--- src/rtl/hack_kbd_pkg.sv ---
// Shared constants and state types for the Hack keyboard writer.
package hack_kbd_pkg;

   localparam logic [15:0] KC_NEWLINE = 16'd128;
   localparam logic [15:0] KC_BKSP    = 16'd129;
   localparam logic [15:0] KC_LEFT    = 16'd130;
   localparam logic [15:0] KC_UP      = 16'd131;
   localparam logic [15:0] KC_RIGHT   = 16'd132;
   localparam logic [15:0] KC_DOWN    = 16'd133;
   localparam logic [15:0] KC_HOME    = 16'd134;
   localparam logic [15:0] KC_END     = 16'd135;
   localparam logic [15:0] KC_PGUP    = 16'd136;
   localparam logic [15:0] KC_PGDN    = 16'd137;
   localparam logic [15:0] KC_INS     = 16'd138;
   localparam logic [15:0] KC_DEL     = 16'd139;
   localparam logic [15:0] KC_ESC     = 16'd140;
   localparam logic [15:0] KC_F1      = 16'd141;
   localparam logic [15:0] KC_F12     = 16'd152;

   localparam logic [7:0] SC_E0     = 8'hE0;
   localparam logic [7:0] SC_F0     = 8'hF0;
   localparam logic [7:0] SC_LSHIFT = 8'h12;
   localparam logic [7:0] SC_RSHIFT = 8'h59;

   typedef enum logic [1:0] {
      FR_IDLE,
      FR_DATA,
      FR_PARITY,
      FR_STOP
   } frame_state_t;

   typedef enum logic [1:0] {
      DEC_NORM,
      DEC_E0,
      DEC_F0,
      DEC_E0F0
   } dec_state_t;

   // PS/2 uses odd parity over the 8 data bits plus the parity bit.
   function automatic logic odd_parity_ok(input logic [7:0] data, input logic par);
      return ^{data, par};
   endfunction

endpackage

--- src/rtl/ps2_scancode_map.sv ---
// Set-2 scancode to Hack keycode lookup. Purely combinational; 0 = unmapped.
module ps2_scancode_map (
   input  logic        ext,
   input  logic        shift,
   input  logic [7:0]  scan,
   output logic [15:0] code
);
   import hack_kbd_pkg::*;

   logic [7:0]  lo;
   logic [7:0]  hi;
   logic [15:0] special;

   // Table lookup; letters derive their shifted form, other printables are explicit.
   always_comb begin
      lo      = 8'd0;
      hi      = 8'd0;
      special = 16'd0;
      if (ext) begin
         case (scan)
            8'h6B:   special = KC_LEFT;
            8'h75:   special = KC_UP;
            8'h74:   special = KC_RIGHT;
            8'h72:   special = KC_DOWN;
            8'h6C:   special = KC_HOME;
            8'h69:   special = KC_END;
            8'h7D:   special = KC_PGUP;
            8'h7A:   special = KC_PGDN;
            8'h70:   special = KC_INS;
            8'h71:   special = KC_DEL;
            8'h5A:   special = KC_NEWLINE;
            default: special = 16'd0;
         endcase
      end else begin
         case (scan)
            8'h1C: lo = "a";
            8'h32: lo = "b";
            8'h21: lo = "c";
            8'h23: lo = "d";
            8'h24: lo = "e";
            8'h2B: lo = "f";
            8'h34: lo = "g";
            8'h33: lo = "h";
            8'h43: lo = "i";
            8'h3B: lo = "j";
            8'h42: lo = "k";
            8'h4B: lo = "l";
            8'h3A: lo = "m";
            8'h31: lo = "n";
            8'h44: lo = "o";
            8'h4D: lo = "p";
            8'h15: lo = "q";
            8'h2D: lo = "r";
            8'h1B: lo = "s";
            8'h2C: lo = "t";
            8'h3C: lo = "u";
            8'h2A: lo = "v";
            8'h1D: lo = "w";
            8'h22: lo = "x";
            8'h35: lo = "y";
            8'h1A: lo = "z";
            8'h45: begin lo = "0"; hi = ")"; end
            8'h16: begin lo = "1"; hi = "!"; end
            8'h1E: begin lo = "2"; hi = "@"; end
            8'h26: begin lo = "3"; hi = "#"; end
            8'h25: begin lo = "4"; hi = "$"; end
            8'h2E: begin lo = "5"; hi = "%"; end
            8'h36: begin lo = "6"; hi = "^"; end
            8'h3D: begin lo = "7"; hi = "&"; end
            8'h3E: begin lo = "8"; hi = "*"; end
            8'h46: begin lo = "9"; hi = "("; end
            8'h29: begin lo = " "; hi = " "; end
            8'h0E: begin lo = 8'h60; hi = 8'h7E; end
            8'h4E: begin lo = "-"; hi = "_"; end
            8'h55: begin lo = "="; hi = "+"; end
            8'h54: begin lo = "["; hi = "{"; end
            8'h5B: begin lo = "]"; hi = "}"; end
            8'h5D: begin lo = "\\"; hi = "|"; end
            8'h4C: begin lo = ";"; hi = ":"; end
            8'h52: begin lo = "'"; hi = "\""; end
            8'h41: begin lo = ","; hi = "<"; end
            8'h49: begin lo = "."; hi = ">"; end
            8'h4A: begin lo = "/"; hi = "?"; end
            8'h5A: special = KC_NEWLINE;
            8'h66: special = KC_BKSP;
            8'h76: special = KC_ESC;
            8'h05: special = KC_F1;
            8'h06: special = 16'd142;
            8'h04: special = 16'd143;
            8'h0C: special = 16'd144;
            8'h03: special = 16'd145;
            8'h0B: special = 16'd146;
            8'h83: special = 16'd147;
            8'h0A: special = 16'd148;
            8'h01: special = 16'd149;
            8'h09: special = 16'd150;
            8'h78: special = 16'd151;
            8'h07: special = KC_F12;
            default: ;
         endcase
         if (lo >= "a" && lo <= "z") begin
            hi = lo - 8'd32;
         end
      end
   end

   // Non-printing keys ignore shift.
   always_comb begin
      if (special != 16'd0) begin
         code = special;
      end else begin
         code = {8'd0, shift ? hi : lo};
      end
   end

endmodule

--- src/rtl/hack_kbd_writer.sv ---
// PS/2 receiver and set-2 decoder feeding the Hack KBD register.
// Build option: define KBD_PARITY_CHECK_EN to reject frames with bad odd parity.
//
// Frame FSM
//   state     | meaning
//   FR_IDLE   | waiting for a start bit (data low on clock fall)
//   FR_DATA   | shifting 8 data bits, LSB first
//   FR_PARITY | capturing the parity bit
//   FR_STOP   | checking the stop bit, byte handed to decoder
// Decode FSM
//   state     | meaning
//   DEC_NORM  | plain make expected
//   DEC_E0    | extended prefix seen
//   DEC_F0    | break prefix seen
//   DEC_E0F0  | extended break prefix seen
module hack_kbd_writer #(
   parameter int TIMEOUT_CYCLES = 50000,
   parameter int SYNC_STAGES    = 2
) (
   input  logic        clk,
   input  logic        reset,
   input  logic        ps2_clk,
   input  logic        ps2_data,
   output logic [15:0] kbd_out,
   output logic        frame_valid,
   output logic        frame_err
);
   import hack_kbd_pkg::*;

   localparam int TW = $clog2(TIMEOUT_CYCLES + 1);

   logic [SYNC_STAGES-1:0] clk_sync;
   logic [SYNC_STAGES-1:0] data_sync;
   logic                   ps2c;
   logic                   ps2d;
   logic                   ps2c_q;
   logic                   fall;

   frame_state_t fr_state, fr_nxt;
   logic [2:0]   bit_cnt, bit_cnt_nxt;
   logic [7:0]   shreg, shreg_nxt;
   logic [7:0]   rx_byte, rx_byte_nxt;
   logic         byte_rdy, byte_rdy_nxt;
   logic         err_nxt;
   logic [TW-1:0] tmr, tmr_nxt;
   logic         tmo;

   dec_state_t   dec_state, dec_nxt;
   logic         shift, shift_nxt;
   logic [15:0]  held_base, held_nxt;
   logic [15:0]  kbd_nxt;
   logic         ext;
   logic         brk;
   logic [15:0]  code_cur;
   logic [15:0]  code_base;

   // Pin synchronisers; reset to the idle-high line level so no false fall appears.
   always_ff @(posedge clk or posedge reset) begin
      if (reset) begin
         clk_sync  <= '1;
         data_sync <= '1;
         ps2c_q    <= 1'b1;
      end else begin
         clk_sync  <= {clk_sync[SYNC_STAGES-2:0], ps2_clk};
         data_sync <= {data_sync[SYNC_STAGES-2:0], ps2_data};
         ps2c_q    <= clk_sync[SYNC_STAGES-1];
      end
   end

   assign ps2c = clk_sync[SYNC_STAGES-1];
   assign ps2d = data_sync[SYNC_STAGES-1];
   assign fall = ps2c_q & ~ps2c;

`ifdef KBD_PARITY_CHECK_EN
   logic par_ok, par_ok_nxt;

   // Parity result is latched when the parity bit arrives, used at the stop bit.
   always_ff @(posedge clk or posedge reset) begin
      if (reset) begin
         par_ok <= 1'b0;
      end else begin
         par_ok <= par_ok_nxt;
      end
   end
`endif

   // Frame FSM and timeout state registers.
   always_ff @(posedge clk or posedge reset) begin
      if (reset) begin
         fr_state  <= FR_IDLE;
         bit_cnt   <= 3'd0;
         shreg     <= 8'd0;
         rx_byte   <= 8'd0;
         byte_rdy  <= 1'b0;
         frame_err <= 1'b0;
         tmr       <= TW'(TIMEOUT_CYCLES - 1);
      end else begin
         fr_state  <= fr_nxt;
         bit_cnt   <= bit_cnt_nxt;
         shreg     <= shreg_nxt;
         rx_byte   <= rx_byte_nxt;
         byte_rdy  <= byte_rdy_nxt;
         frame_err <= err_nxt;
         tmr       <= tmr_nxt;
      end
   end

   // Frame FSM next state; the down-counter reloads on every clock fall and in idle.
   always_comb begin
      fr_nxt       = fr_state;
      bit_cnt_nxt  = bit_cnt;
      shreg_nxt    = shreg;
      rx_byte_nxt  = rx_byte;
      byte_rdy_nxt = 1'b0;
      err_nxt      = 1'b0;
`ifdef KBD_PARITY_CHECK_EN
      par_ok_nxt   = par_ok;
`endif
      if (fr_state == FR_IDLE || fall) begin
         tmr_nxt = TW'(TIMEOUT_CYCLES - 1);
      end else if (tmr != '0) begin
         tmr_nxt = tmr - TW'(1);
      end else begin
         tmr_nxt = tmr;
      end
      tmo = (fr_state != FR_IDLE) && (tmr == '0) && !fall;

      case (fr_state)
         FR_IDLE: begin
            if (fall && !ps2d) begin
               fr_nxt      = FR_DATA;
               bit_cnt_nxt = 3'd0;
            end
         end
         FR_DATA: begin
            if (fall) begin
               shreg_nxt   = {ps2d, shreg[7:1]};
               bit_cnt_nxt = bit_cnt + 3'd1;
               if (bit_cnt == 3'd7) begin
                  fr_nxt = FR_PARITY;
               end
            end
         end
         FR_PARITY: begin
            if (fall) begin
`ifdef KBD_PARITY_CHECK_EN
               par_ok_nxt = odd_parity_ok(shreg, ps2d);
`endif
               fr_nxt = FR_STOP;
            end
         end
         FR_STOP: begin
            if (fall) begin
               fr_nxt = FR_IDLE;
               if (!ps2d) begin
                  err_nxt = 1'b1;
`ifdef KBD_PARITY_CHECK_EN
               end else if (!par_ok) begin
                  err_nxt = 1'b1;
`endif
               end else begin
                  byte_rdy_nxt = 1'b1;
                  rx_byte_nxt  = shreg;
               end
            end
         end
         default: fr_nxt = FR_IDLE;
      endcase

      if (tmo) begin
         fr_nxt  = FR_IDLE;
         err_nxt = 1'b1;
      end
   end

   assign ext = (dec_state == DEC_E0) || (dec_state == DEC_E0F0);
   assign brk = (dec_state == DEC_F0) || (dec_state == DEC_E0F0);

   ps2_scancode_map u_map_cur (
      .ext   (ext),
      .shift (shift),
      .scan  (rx_byte),
      .code  (code_cur)
   );

   // Unshifted lookup identifies a key independent of shift for break matching.
   ps2_scancode_map u_map_base (
      .ext   (ext),
      .shift (1'b0),
      .scan  (rx_byte),
      .code  (code_base)
   );

   // Decode FSM and keycode registers.
   always_ff @(posedge clk or posedge reset) begin
      if (reset) begin
         dec_state   <= DEC_NORM;
         shift       <= 1'b0;
         held_base   <= 16'd0;
         kbd_out     <= 16'd0;
         frame_valid <= 1'b0;
      end else begin
         dec_state   <= dec_nxt;
         shift       <= shift_nxt;
         held_base   <= held_nxt;
         kbd_out     <= kbd_nxt;
         frame_valid <= byte_rdy;
      end
   end

   // Decode next state: prefixes move the FSM, any other byte completes a make or break.
   always_comb begin
      dec_nxt   = dec_state;
      shift_nxt = shift;
      held_nxt  = held_base;
      kbd_nxt   = kbd_out;
      if (byte_rdy) begin
         if (rx_byte == SC_E0) begin
            dec_nxt = DEC_E0;
         end else if (rx_byte == SC_F0) begin
            dec_nxt = (dec_state == DEC_E0) ? DEC_E0F0 : DEC_F0;
         end else begin
            dec_nxt = DEC_NORM;
            if (!ext && (rx_byte == SC_LSHIFT || rx_byte == SC_RSHIFT)) begin
               shift_nxt = !brk;
            end else if (!brk) begin
               if (code_cur != 16'd0) begin
                  kbd_nxt  = code_cur;
                  held_nxt = code_base;
               end
            end else if (code_base != 16'd0 && code_base == held_base) begin
               kbd_nxt = 16'd0;
            end
         end
      end
   end

endmodule

--- config.mk ---
export PLATFORM = sky130hd
export DESIGN_NAME = hack_kbd_writer
export DESIGN_NICKNAME = d
export VERILOG_FILES = /design/src/rtl/hack_kbd_pkg.sv /design/src/rtl/ps2_scancode_map.sv /design/src/rtl/hack_kbd_writer.sv
export SDC_FILE = /design/constraint.sdc
export NUM_CORES = 1
export LEC_CHECK = 0
export BUFFER_PORTS_ARGS = -buffer_cell sky130_fd_sc_hd__buf_2
export CAP_MARGIN = 25
export CORE_ASPECT_RATIO = 0.9
export CORE_UTILIZATION = 55
export DETAILED_ROUTE_END_ITERATION = 6
export GPL_TIMING_DRIVEN = 0
export PLACE_DENSITY = 0.72
export SLEW_MARGIN = 25
export SYNTH_ARGS = -nofsm -noshare
export SYNTH_HDL_FRONTEND = slang
export SYNTH_SLANG_ARGS = --single-unit
export TNS_END_PERCENT = 100
--- constraint.sdc ---
create_clock -name clk -period 4.04 [get_ports clk]
set_input_delay 0.202 -clock clk [delete_from_list [all_inputs] [get_ports clk]]
set_output_delay 0.202 -clock clk [all_outputs]
set_load 0.02 [all_outputs]
; ---- Yosys cells after proc, flatten, opt, wreduce, memory -nomap -nowiden
; Cells that the tools add are included.
[word_totals]
register_bits = 80
input_bits = 4
output_inout_bits = 18
word_cells = 187
[op_classes]
add_sub_neg = 3
n_lt_le_gt_ge = 2
n_eq_ne = 93
n_mux = 37
n_bitwise = 6
n_reduce_logical = 31
[ops]
columns = cell, count
row1 = 7-bit one-hot mux with 48 select lines, 1
row2 = 8-bit by 7-bit equality test with 1-bit output (second input constant), 32
row3 = 8-bit by 6-bit equality test with 1-bit output (second input constant), 23
row4 = 7-bit one-hot mux with 22 select lines, 1
row5 = 8-bit one-hot mux with 15 select lines, 1
row6 = 16-bit two-way mux, 6
row7 = 8-bit one-hot mux with 11 select lines, 1
row8 = 8-bit by 5-bit equality test with 1-bit output (second input constant), 8
row9 = 16-bit nonzero test, 4
row10 = 8-bit two-way mux, 7
row11 = 8-bit by 4-bit equality test with 1-bit output (second input constant), 5
row12 = 8-bit by 3-bit equality test with 1-bit output (second input constant), 4
row13 = 8-bit equality test (second input constant), 3
row14 = 16-bit equality test, 1
row15 = 16-bit logical NOT, 1
row16 = 2-bit two-way mux, 8
row17 = 16-bit by 1-bit subtractor with 16-bit output (second input constant), 1
row18 = 3-bit != test (second input constant), 4
row19 = 6-bit AND reduction, 2
row20 = 2-bit equality test (second input constant), 4
row21 = 8-bit by 1-bit equality test with 1-bit output (second input constant), 1
row22 = 8-bit by 2-bit equality test with 1-bit output (second input constant), 1
row23 = 8-bit by 7-bit >= comparator with 1-bit output (second input constant), 1
row24 = 8-bit by 7-bit less-or-equal comparator with 1-bit output (second input constant), 1
row25 = 22 further kinds, 51

; ---- Longest topological paths before layout
; Gate-level depths: netlist of run 1.
[depth]
ltp_word = 12
depth_mapped = 18
depth_no_buf = 14

; ---- Modules after synthesis
; From an unflattened synthesis of run 1, not the netlist that was laid out.
[unflattened]
cells_unflattened = 960
hier_area_um2 = 7782.5
[by_module_without_submodules]
columns = mod, n_inst, cells_each, area_each_um2, seq_area_each_um2
row1 = ps2_scancode_map, 2, 311, 1963.1, 0.0
row2 = hack_kbd_writer, 1, 338, 3856.2, 2019.4

; ---- Worst setup path before layout of run 1
; Ideal clock, no wire load.
[synth_timing]
kind = register -> register
startpoint = register rx_byte[3]
endpoint = register kbd_out[3]
arrival_ns = 3.560
required_time_ns = 3.915
setup_slack_ns = 0.355
path_stages_with_launch = 17
n_path_buf = 2
synth_period_minus_slack_ns = 3.685
cell_sequence = dfrtp_1 buf_2 buf_4 or3b_2 a2111oi_0 nor4_1 o211ai_1 nor2_1 and2_1 ha_1 nand2_1 o21ai_0 a31o_2 o2111ai_1 a211oi_4 o21ai_4 mux2_4
[synth_between]
elab_chain_len = 12
[synth_rtl]
columns = element, line_no
row1 = start: declaration, hack_kbd_writer.sv:42  ; logic [7:0] rx_byte, rx_byte_nxt;
row2 = start signal: assignment, hack_kbd_writer.sv:101  ; rx_byte <= rx_byte_nxt;
row3 = 8-bit by 7-bit equality test with 1-bit output (tied with other cells), --
row4 = 7-bit one-hot mux with 48 select lines, ps2_scancode_map.sv:35  ; case (scan)
row5 = 8-bit two-way mux, --
row6 = 8-bit by 7-bit >= comparator with 1-bit output or 8-bit by 7-bit less-or-equal comparator with 1-bit output (tied branches), --
row7 = 1-bit logical AND, --
row8 = 8-bit two-way mux, ps2_scancode_map.sv:101  ; if (lo >= "a" && lo <= "z") begin
row9 = 8-bit two-way mux, ps2_scancode_map.sv:19  ; if (ext) begin
row10 = 8-bit two-way mux, ps2_scancode_map.sv:112  ; code = {8'd0, shift ? hi : lo};
row11 = 16-bit two-way mux, ps2_scancode_map.sv:109  ; if (special != 16'd0) begin
row12 = 16-bit nonzero test, hack_kbd_writer.sv:227  ; if (code_cur != 16'd0) begin
row13 = 2-bit nonzero test (no source line), --
row14 = 6-bit AND reduction (no source line), --
row15 = end signal: assignment, hack_kbd_writer.sv:206  ; kbd_out <= kbd_nxt;
row16 = end: declaration, hack_kbd_writer.sv:24  ; output logic [15:0] kbd_out,
; Parallel ways exist; a longest one is shown, timed or not. The select of a mux whose other input is x is not followed.
; A chain may end at the register's enable or synchronous reset.

; ---- Worst setup path after layout of run 1
[layout_timing]
startpoint = register rx_byte[2]
endpoint = register kbd_out[4]
; Same word-level chain as after synthesis.

==> results of run 1 <==
registers in the layout, summed over array words and instances (netlist names):
signal       count
shreg            8
clk_sync         2
byte_rdy         1
shift            1
ps2c_q           1
frame_valid      1
rx_byte          8
fr_state         2
held_base        8
data_sync        2
frame_err        1
tmr             16
dec_state        2
kbd_out          8
bit_cnt          3
synthesized netlist by cell type, types with 6 or more instances:
| cell type | number | area share [%] |
|---|---|---|
| a211oi_1 | 9 | 1.2 |
| a21oi_1 | 23 | 2.1 |
| and2_1 | 6 | 0.69 |
| and3_1 | 6 | 0.69 |
| buf_2 | 20 | 1.8 |
| buf_4 | 18 | 2.5 |
| clkbuf_1 | 13 | 0.90 |
| dfrtp_1 | 50 | 23 |
| dfstp_2 | 14 | 6.8 |
| ha_1 | 8 | 1.8 |
| inv_1 | 18 | 1.2 |
| mux2_2 | 18 | 3.7 |
| nand2_1 | 37 | 2.6 |
| nand2b_1 | 13 | 1.5 |
| nand3_1 | 17 | 1.6 |
| nor2_1 | 47 | 3.3 |
| nor2b_1 | 10 | 1.2 |
| nor3_1 | 27 | 2.5 |
| nor3b_1 | 7 | 0.97 |
| nor4_1 | 12 | 1.4 |
| nor4bb_1 | 7 | 1.3 |
| o211ai_1 | 8 | 1.1 |
| o21ai_0 | 27 | 2.5 |
| o22ai_1 | 10 | 1.2 |
| or3_1 | 9 | 1.0 |
| or4_1 | 6 | 0.83 |
| xnor2_1 | 10 | 1.6 |
| xor2_1 | 6 | 0.97 |
cells in the final DEF (no fill, tap or decap), types with 13 or more instances in the layout:
cell      count
a21oi_1      22
buf_2        25
buf_4        25
dfrtp_1      50
dfstp_2      14
inv_1        17
mux2_2       18
nand2_1      37
nand2b_1     13
nand3_1      17
nor2_1       45
nor3_1       26
o21ai_0      26
repair_timing:
action | CTS | global route
hold buffers | 3 | 0
pin swaps | 5 | 10
hold endpoints to repair | 13 | 0
endpoints found under the setup margin | 15 | 16
setup buffers | 5 | 5
gates cloned | 0 | 0
resized for setup | 11 | 47
per-stage QoR:
step	setup slack [ns]	instance area [µm²]	hold WS (ns)	instances	setup TNS, ns
after floorplan	0.3548	5440	0.2065	625	0
after global placement	-0.3896	5658	0.3108	760	-3.924
after detailed placement	-0.3020	5688	0.1330	761	-2.539
after CTS	0.005709	6038	0.3155	784	0
after global routing	-0.05373	6300	0.3431	788	-0.2394
final	0.06982	6300	0.3394	788	0
layer usage:
| layer | global-route usage (%) | vias up | wire length, µm |
|---|---|---|---|
| met3 | 7.177 | 86 | 1735 |
| met2 | 55.32 | 349 | 8037 |
| met4 | 19.06 | 0 | 963 |
| met1 | 45.65 | 2601 | 7049 |
| met5 | 0 | - | 0 |
| li1 | - | 2417 | - |
path summary, 6_finish.rpt:
kind	startpoint	endpoint	slack, ns	cells past startpoint
worst max-delay path	rx_byte[2]	kbd_out[4]	0.07	15
worst min-delay path	reset	kbd_out[2]	0.34	3
worst max register to register	rx_byte[2]	kbd_out[4]	0.07	15
worst min register to register	clk_sync[0]	clk_sync[1]	0.36	0
max in group asynchronous	reset	tmr[9]	3.15	4
min in group clk	clk_sync[0]	clk_sync[1]	0.36	0
report_power, final:
part	total, mW	internal, mW	switching, mW
Sequential	0.783	0.720	0.0638
Combinational	0.643	0.250	0.393
Clock	0.639	0.354	0.285
worst reg2reg max path, delay by kind of cell (launching register included):
kind            cells  cell delay [ns]
flops               1             0.33
xor+xnor            1             0.21
simple gates        3             0.89
compound gates      5             1.20
buf+inv             5             0.93
mux                 1             0.30
cells by family (layout without fill, tap and decap cells):
logic type | after synthesis | after routing
multiplexers | 31 | 31
flip-flops | 64 | 64
other | 1 | 8
XOR/XNOR | 16 | 16
adder cells (fa/ha/maj) | 9 | 9
AND/OR/NAND/NOR | 262 | 262
buffers and inverters | 77 | 118
AO/OA/AOI/OAI | 158 | 158
cell type report:
cell class	instances	area [µm²]	share of cell area (%)
clock buffers	9	123.9	1.966
clock inverters	7	102.6	1.629
multi-input cells	484	3650	57.93
plain buffers	55	360.3	5.720
well taps	122	152.6	2.423
flip-flops and latches	64	1619	25.70
inverters	20	77.57	1.231
repair buffers	27	214.0	3.396
==> qor.yml, run 1 <==
grt_max_degree: 54
setup_viol: 0
synth_fa_ha_area_share_pct: 2.034
cap_violations: 0
ir_drop_mv: 0.3668
drc_errors: 65
tightest_slew_ns: 0.6484
cts.clk_slew.worst_paths_ns: 0.08
fillCellCount: 776
hp-class: "input port to asynchronous set/reset pin"
start_kind: "flip-flop"
finalNetCount: 673
gr-total-overflow: 0
max_freq_mhz: 251.9
drv_slew: 0
vias_per_cell: 6.920
die_width_um: 106.6
n_antenna_cell: 0
violations: "DRC"
cp.required_ns: 4.27
io_buffers: 13
critPathTopFamily: "compound AO/OA/AOI/OAI gates"
cts_tree: "yes"
synthCells: 618
worstPathCellList: "buf_2, buf_6, buf_4, buf_4, nor2_1, nand3_1, o2111ai_1, nor4_1, o211ai_1, xor2_1, a211oi_1, a31oi_1, o21ai_4, buf_12, mux2_4"
worst-setup-path-type: "flip-flop to flip-flop"
cts_htree_levels: 3
synth_top_family_by_area: "simple AND/OR/NAND/NOR gates"
insertion_delay_ns: 0.34
seq_area_frac_synth_pct: 29.91
period_share_pct: 98.27
synth_xor_area_share_pct: 2.588
drive_gt1_share_pct: 27.18
grt_use_total_pct: 35.15
root_buffer: "clkbuf_8"
synthSimpleGateAreaFrac_pct: 29.79
critical-path-max-stage-delay_ns: 0.57
grt_pass1_wl_um: 27460
dieHeight_um: 96.13
synth_edf_count: 0
power_density_nw_per_um2: 327.8
start_util_pct: 58.02
end_kind: "flip-flop"
num_io_pins: 22
ant_nets: 0
yosysUniqueCellTypes: 96
critPathBufInv: 5
outcome: "complete, but fails checks"
fin_util_pct: 67.51
synth_flop_cell: "dfrtp_1"
routedWlPerCell_um: 22.57
fin_total_pwr_mw: 2.065
hold_viol: 0
synth_seq_cells: 64
crit_top_cell: "buf_4"
fin_crit_ns: 3.970
drt-total-wl_um: 17790
grt_pass1_vias: 5151
power_leakage_nw: 2.592
cts.sinks: 64
synth_area_um2: 5414
num_rows: 33
relSlewSlack_pct: 56.15
synthArstFlopShare_pct: 100.0
area_growth_pct: 16.36
avgSynthCellArea_um2: 8.760
vias: 5453
synth-compound-area-share_pct: 21.42
cts_max_path_buffers: 2
hpwl_um: 12780
yosys_warnings: 0
die-area_um2: 10250
antenna_found_initial: 0
drtIter0Drc: 642
place_congestion: 0.9888
coreArea_um2: 9331
cts_made_buffers: 9
arrival_ns: 4.20
finClkSkew_ns: 0.01018
synthMuxAreaShare_pct: 6.679
first_pass_iters: 7
critPathSlowestCell: "nor4_1"
path_max_fanout: 10
Note: power is estimated with default switching activity, not from simulation.
==> run 2, diff against run 1 <==
Settings changed: ABC_AREA from default to 1, PLACE_DENSITY 0.72 to 0.73.
==> run 2 against run 1 <==
  * The flow now finishes without violations
  * Total power is 3.2% lower
  * Wire length is 25% lower
  * Register-to-register slack better by 1.2 ns
  * Non-clock buffer count is 47 lower
  * Critical path depth is 1 higher
  * Global-route usage is 3.4 points lower
  * Cell area is 16% lower
  * Worst setup slack better by 1.2 ns
  * Clock-buffer cell count is 2 higher
  * Critical path type unchanged
  * Largest power group unchanged
==> qor.yml, run 2 <==
first_pass_iters: 5  # -2
io_buffers: 13  # unchanged
synth_seq_cells: 64  # unchanged
die-area_um2: 9070  # -11%
drc_errors: 0  # -100%
power_leakage_nw: 2.790  # +7.6%
cts_made_buffers: 9  # unchanged
cap_violations: 0  # unchanged
place_congestion: 0.9699  # -1.9%
yosys-top-cells-area: "dfrtp_1 (26%), nand2_1 (18%), nor2_1 (11%)"
yosysUniqueCellTypes: 39  # -59%
root_buffer: "clkbuf_8"
vias: 5009  # -8.1%
hpwl_um: 10270  # -20%
cp.required_ns: 4.27  # about the same
fin_crit_ns: 2.807  # -1.163 ns
period_share_pct: 69.49  # -29 points
postCtsHoldBufs: 3  # unchanged
cts.sinks: 64  # unchanged
end_kind: "flip-flop"
seq_power_share_pct: 40.4  # +2.5 points
num_rows: 31  # -6.1%
avgSynthCellArea_um2: 6.341  # -28%
instances_no_fill: 909  # +15%
top_register: "tmr"
synth_top_area_cell: "dfrtp_1"
start_kind: "flip-flop"
critPathSlowestCell: "dfrtp_1"
grt_max_degree: 42  # -22%
grt_pass1_vias: 4954  # -3.8%
synthCells: 754  # +22%
clockPowerShare_pct: 29.5  # -1.4 points
final_cell_mix: "nand2_1 (224), nor2_1 (138), inv_1 (77)"
synthArstFlopShare_pct: 100.0  # unchanged
cts_htree_levels: 3  # unchanged
worstPathCellList: "inv_1, nor2_1, nand2_1, nand2_1, nand2_1, nand2_1, nor2_2, nand3_2, nor2_1, nand3_2, nand2_2, nand3_1, nand3_1, a21oi_1, nand2_1, nand2_1"
dieHeight_um: 90.45  # -5.9%
wl_met1_um: 5690  # -19%
met3WireLength_um: 909  # -48%
worst-setup-path-type: "flip-flop to flip-flop"
arrival_ns: 3.04  # -1.16 ns
routedWlPerCell_um: 14.59  # -35%
finalNetCount: 801  # +19%
area_growth_pct: 10.52
placedCellCount: 890  # +17%
setup_viol: 0  # unchanged
comb_power_share_pct: 30.1  # -1.0 points
drv_slew: 0  # unchanged
wl_met2_um: 6143  # -24%
antenna_found_initial: 0  # unchanged
start_util_pct: 58.14  # +0.12 points
coreArea_um2: 8223  # -12%
synth_most_common_cell: "nand2_1"
largest_register_ffs: 16  # unchanged
critical-path-max-stage-delay_ns: 0.44  # -0.13 ns
tightest_slew_ns: 0.5394  # -0.1090 ns
internal-power_mw: 1.229  # -7.1%
synth_area_um2: 4781  # -12%
power_density_nw_per_um2: 378.5  # +15%
seq_area_frac_synth_pct: 33.87  # +4.0 points
outcome: "finished clean"
drt-total-wl_um: 13260  # -25%
gr-total-overflow: 0  # unchanged
n_antenna_cell: 0  # unchanged
relSlewSlack_pct: 63.91  # +7.8 points
ir_drop_mv: 0.3642  # -0.71%
tns_ns: 0  # unchanged
post_cts_resized: 0  # -11
cts_tree: "yes"
path_max_fanout: 7  # -3
post_cts_buffers: 0  # -5
num_io_pins: 22  # unchanged
synth_edf_count: 0  # unchanged
drive_gt1_share_pct: 12.85  # -14 points
synth_flop_cell: "dfrtp_1"
finClkSkew_ns: 0.01572  # +0.005538 ns
drtIter0Drc: 404  # -37%
yosys_warnings: 0  # unchanged
hold_viol: 0  # unchanged
critPathBufInv: 1  # -4
vias_per_cell: 5.510  # -20%
max_freq_mhz: 356.2  # +41%
maxUsedRoutingLayer: "met4"
critPathTopFamily: "simple AND/OR/NAND/NOR gates"
grt_use_total_pct: 31.73  # -3.4 points
insertion_delay_ns: 0.35  # about the same
cts.clk_slew.worst_paths_ns: 0.07  # about the same
synth_top_area_share_pct: 26.17  # +3.1 points
swShare_pct: 38.54  # +2.6 points
cts_max_path_buffers: 2  # unchanged
ant_nets: 0  # unchanged
final_common_cell: "nand2_1"
p_switching_mw: 0.7708  # +3.9%
synth_commonest_cells: "nand2_1 (224), nor2_1 (138), inv_1 (78)"
die_width_um: 100.3  # -5.9%
rsz0062_at_grt: "false"
hp-class: "flip-flop to flip-flop"
grt_pass1_wl_um: 22650  # -17%
crit_top_cell: "nand2_1"
[run 2: cell type report]
class                           instances  area, µm²
Tap cell                              115      143.9
Timing Repair Buffer                   17      115.1
Clock inverter                          5      62.56
Fill cell                             767       2939
Multi-Input combinational cell        593       2754
Inverter                               86      325.3
Sequential cell                        64       1619
Buffer                                 18      111.4
Clock buffer                           11      152.6
[run 2: path summary, 6_finish.rpt]
check	startpoint	end	slack, ns	cells past startpoint
min in group asynchronous	reset	tmr[7]	0.38	3
min reg2reg	clk_sync[0]	clk_sync[1]	0.36	0
max in group asynchronous	reset	dec_state[0]	3.16	4
min	clk_sync[0]	clk_sync[1]	0.36	0
max	rx_byte[0]	kbd_out[4]	1.23	16
max reg2reg	rx_byte[0]	kbd_out[4]	1.23	16
[run 2: power by group through the flow]
stage	logic [mW]	registers, mW	clock network, mW
2_1_floorplan	0.448	0.800	0
3_3_place_gp	0.562	0.813	0
3_5_place_dp	0.587	0.818	0
4_1_cts	0.593	0.807	0.604
5_1_grt	0.675	0.821	0.629
6_report	0.603	0.807	0.590
[run 2: worst register-to-register path: cells and delay by family, from the launching register on]
kind            cells  cell delay, ns
simple gates       14            1.97
flops               1            0.44
buf+inv             1            0.21
compound gates      1            0.10
[run 2: logic make-up (layout without fill, tap and decap cells)]
family	Yosys count	after routing	share of synthesized area [%]
adders and majority gates	8	8	2.094
and+or+nand+nor	487	487	44.52
AOI/OAI and AO/OA	88	88	9.998
xor gates and xnor gates	2	2	0.3665
DFF	64	64	33.87
other	1	8	0.07844
buffers and inverters	104	137	9.081
[run 2: stage by stage]
step                hold slack [ns]  utilization (%)  cell area, µm²  total power, mW  setup slack, ns
floorplan                    0.2065                -            4807            1.248            1.755
global placement             0.3089            61.00            5016            1.375            1.362
detailed placement           0.1848            61.28            5039            1.405            1.372
CTS                          0.3490            64.26            5284            2.005            1.351
global route                 0.3605            64.26            5284            2.125           0.9600
finish                       0.3577            64.26            5284            2.000            1.233
[run 2: metal layers]
metal	vias up	global-route usage, %
met3	47	8.978
met4	0	15.10
li1	2471	-
met5	-	0
met2	191	51.31
met1	2300	38.83
==> run 3, diff against run 2 <==
Settings changed: PLACE_DENSITY 0.73 to 0.75.
Clock period 4.04 ns to 2.5 ns, I/O delays scaled along.
==> run 3 against run 2 <==
  * The flow now finishes with violations (setup timing)
  * Clock-buffer cell count down 1
  * Sequential share of layout area shrank 4.5 points
  * Total power rose by 78%
  * Utilization rose by 11 points
  * Wire length rose by 13%
==> qor.yml, run 3 (synthesized netlist as in run 2, its figures left out) <==
seq_power_share_pct: 37.7  # -2.7 points
hp-class: "input port to asynchronous set/reset pin"
swShare_pct: 42.29  # +3.7 points
start_util_pct: 58.14  # unchanged
max_freq_mhz: 396.4  # +11%
n_antenna_cell: 0  # unchanged
antenna_found_initial: 0  # unchanged
final_cell_mix: "nand2_1 (173), nor2_1 (90), inv_1 (68)"
p_switching_mw: 1.502  # +95%
cts.sinks: 64  # unchanged
fin_ws_ns: -0.02255  # -1.255 ns
drv_slew: 0  # unchanged
cts.clk_slew.worst_paths_ns: 0.08  # about the same
place_congestion: 0.9684  # -0.15%
rsz0062_at_grt: "true"
fin_util_pct: 75.65  # +11 points
io_buffers: 13  # unchanged
area_growth_pct: 30.12
hold_viol: 0  # unchanged
r2r_end: "kbd_out[6]"
cts_tree: "yes"
violations: "setup timing"
period_share_pct: 100.9  # +31 points
cp.required_ns: 2.79  # -1.48 ns
finalNetCount: 834  # +4.1%
ant_nets: 0  # unchanged
critPathLaunch: "rx_byte[1]"
fillCellCount: 639  # -17%
final_common_cell: "nand2_1"
rr_worst_depth: 16  # unchanged
die-area_um2: 9070  # unchanged
vias_per_cell: 5.703  # +3.5%
power_density_nw_per_um2: 570.8  # +51%
drc_errors: 0  # unchanged
rrSetupSlack_ns: -0.02  # -1.26 ns
drt-total-wl_um: 15010  # +13%
ir_drop_mv: 0.7048  # +94%
tns_ns: -0.02255  # -0.02255 ns
dieHeight_um: 90.45  # unchanged
fin_crit_ns: 2.523  # -0.2848 ns
routedWlPerCell_um: 15.94  # +9.2%
seqCellArea_um2: 1629  # +0.62%
comb_power_share_pct: 40.0  # +9.9 points
insertion_delay_ns: 0.34  # about the same
outcome: "complete, but fails checks"
hpwl_um: 10410  # +1.4%
gr-total-overflow: 0  # unchanged
multi_input_area_um2: 3403  # +24%
start_kind: "flip-flop"
grt_pass1_wl_um: 22690  # +0.19%
num_io_pins: 22  # unchanged
cts_made_buffers: 9  # unchanged
arrival_ns: 2.81  # -0.23 ns
drive_gt1_share_pct: 32.04  # +19 points
endpoint: "kbd_out[6]"
path_max_fanout: 6  # -1
grt_pass1_vias: 4866  # -1.8%
grt_use_total_pct: 31.89  # +0.16 points
top_register: "tmr"
first_pass_iters: 5  # unchanged
reg2reg_from: "rx_byte[1]"
die_width_um: 100.3  # unchanged
instances_no_fill: 942  # +3.6%
largest_register_ffs: 16  # unchanged
root_buffer: "clkbuf_8"
grt_max_degree: 42  # unchanged
clockPowerShare_pct: 22.3  # -7.2 points
finClkSkew_ns: 0.01229  # -0.003430 ns
coreArea_um2: 8223  # unchanged
cts_htree_levels: 3  # unchanged
internal-power_mw: 2.049  # +67%
cap_violations: 0  # unchanged
drtIter0Drc: 438  # +8.4%
worst-setup-path-type: "flip-flop to flip-flop"
cts_max_path_buffers: 2  # unchanged
placedCellCount: 890  # unchanged
num_rows: 31  # unchanged
vias: 5372  # +7.2%
end_kind: "flip-flop"
power_leakage_nw: 3.104  # +11%
setup_viol: 1  # +1
## run 3: per-layer routing
metal / up-vias / track usage (%) / share of wire (%)
met5: - / 0 / 0
met4: 0 / 14.98 / 3.3
met3: 44 / 5.031 / 6.6
met2: 230 / 52.63 / 48
met1: 2549 / 40.74 / 42
li1: 2549 / - / -
## run 3: what timing repair did
| item | CTS | global route |
|---|---|---|
| setup endpoints to repair | 17 | 20 |
| setup buffers | 1 | 29 |
| gates resized for setup | 64 | 145 |
| endpoints found under the hold margin | 22 | 0 |
| hold buffers | 3 | 0 |
| cloned | 1 | 2 |
| pin swaps | 2 | 47 |
## run 3: power by group through the flow
stage	clock (mW)	sequential, mW	combinational, mW
after CTS	0.796	1.32	1.05
after detailed placement	0	1.32	0.971
final	0.791	1.34	1.42
after global routing	0.846	1.36	1.54
after global placement	0	1.31	0.926
after floorplan	0	1.29	0.724
## run 3: worst min-delay path by stage
| stage | from | to | slack (ns) | cells past startpoint |
|---|---|---|---|---|
| 2_1_floorplan | ps2_clk | clk_sync[0] | 0.13 | 0 |
| 3_3_place_gp | ps2_data | data_sync[0] | 0.23 | 1 |
| 3_5_place_dp | reset | shreg[3] | 0.10 | 2 |
| 4_1_cts | reset | tmr[7] | 0.28 | 3 |
| 5_1_grt | reset | tmr[7] | 0.34 | 3 |
| 6_report | reset | shreg[3] | 0.33 | 3 |
## run 3: cell type report
cell class / instances / share of cell area (%)
multi-input cells: 596 / 54.71
clock buffers: 10 / 2.051
inverters: 86 / 5.511
clock inverters: 6 / 0.7442
plain buffers: 18 / 1.911
repair buffers: 47 / 6.577
well taps: 115 / 2.313
flip-flops and latches: 64 / 26.19
## run 3: worst max-delay path, stage by stage, from the launching register on
cell and delay (ns):
dfrtp_2 0.51, nand2_2 0.16, inv_4 0.07, nand2_2 0.14, nor2_2 0.06, inv_1 0.05
nand3_1 0.09, inv_1 0.08, nand2_1 0.10, nor2_4 0.21, nand3_4 0.14, inv_2 0.06
ha_1 0.21, or2_1 0.22, a21oi_2 0.17, nand4_1 0.10, nand2_1 0.08
## run 3: per-stage QoR
stage | instance area (µm²) | hold slack (ns) | total power [mW] | worst slack (ns)
detailed placement | 5039 | 0.1042 | 2.289 | -0.1963
CTS | 5454 | 0.2821 | 3.163 | -0.002021
global placement | 5016 | 0.2331 | 2.237 | -0.1495
floorplan | 4807 | 0.1295 | 2.017 | 0.2155
finish | 6221 | 0.3259 | 3.551 | -0.02255
global route | 6221 | 0.3383 | 3.748 | -0.1270
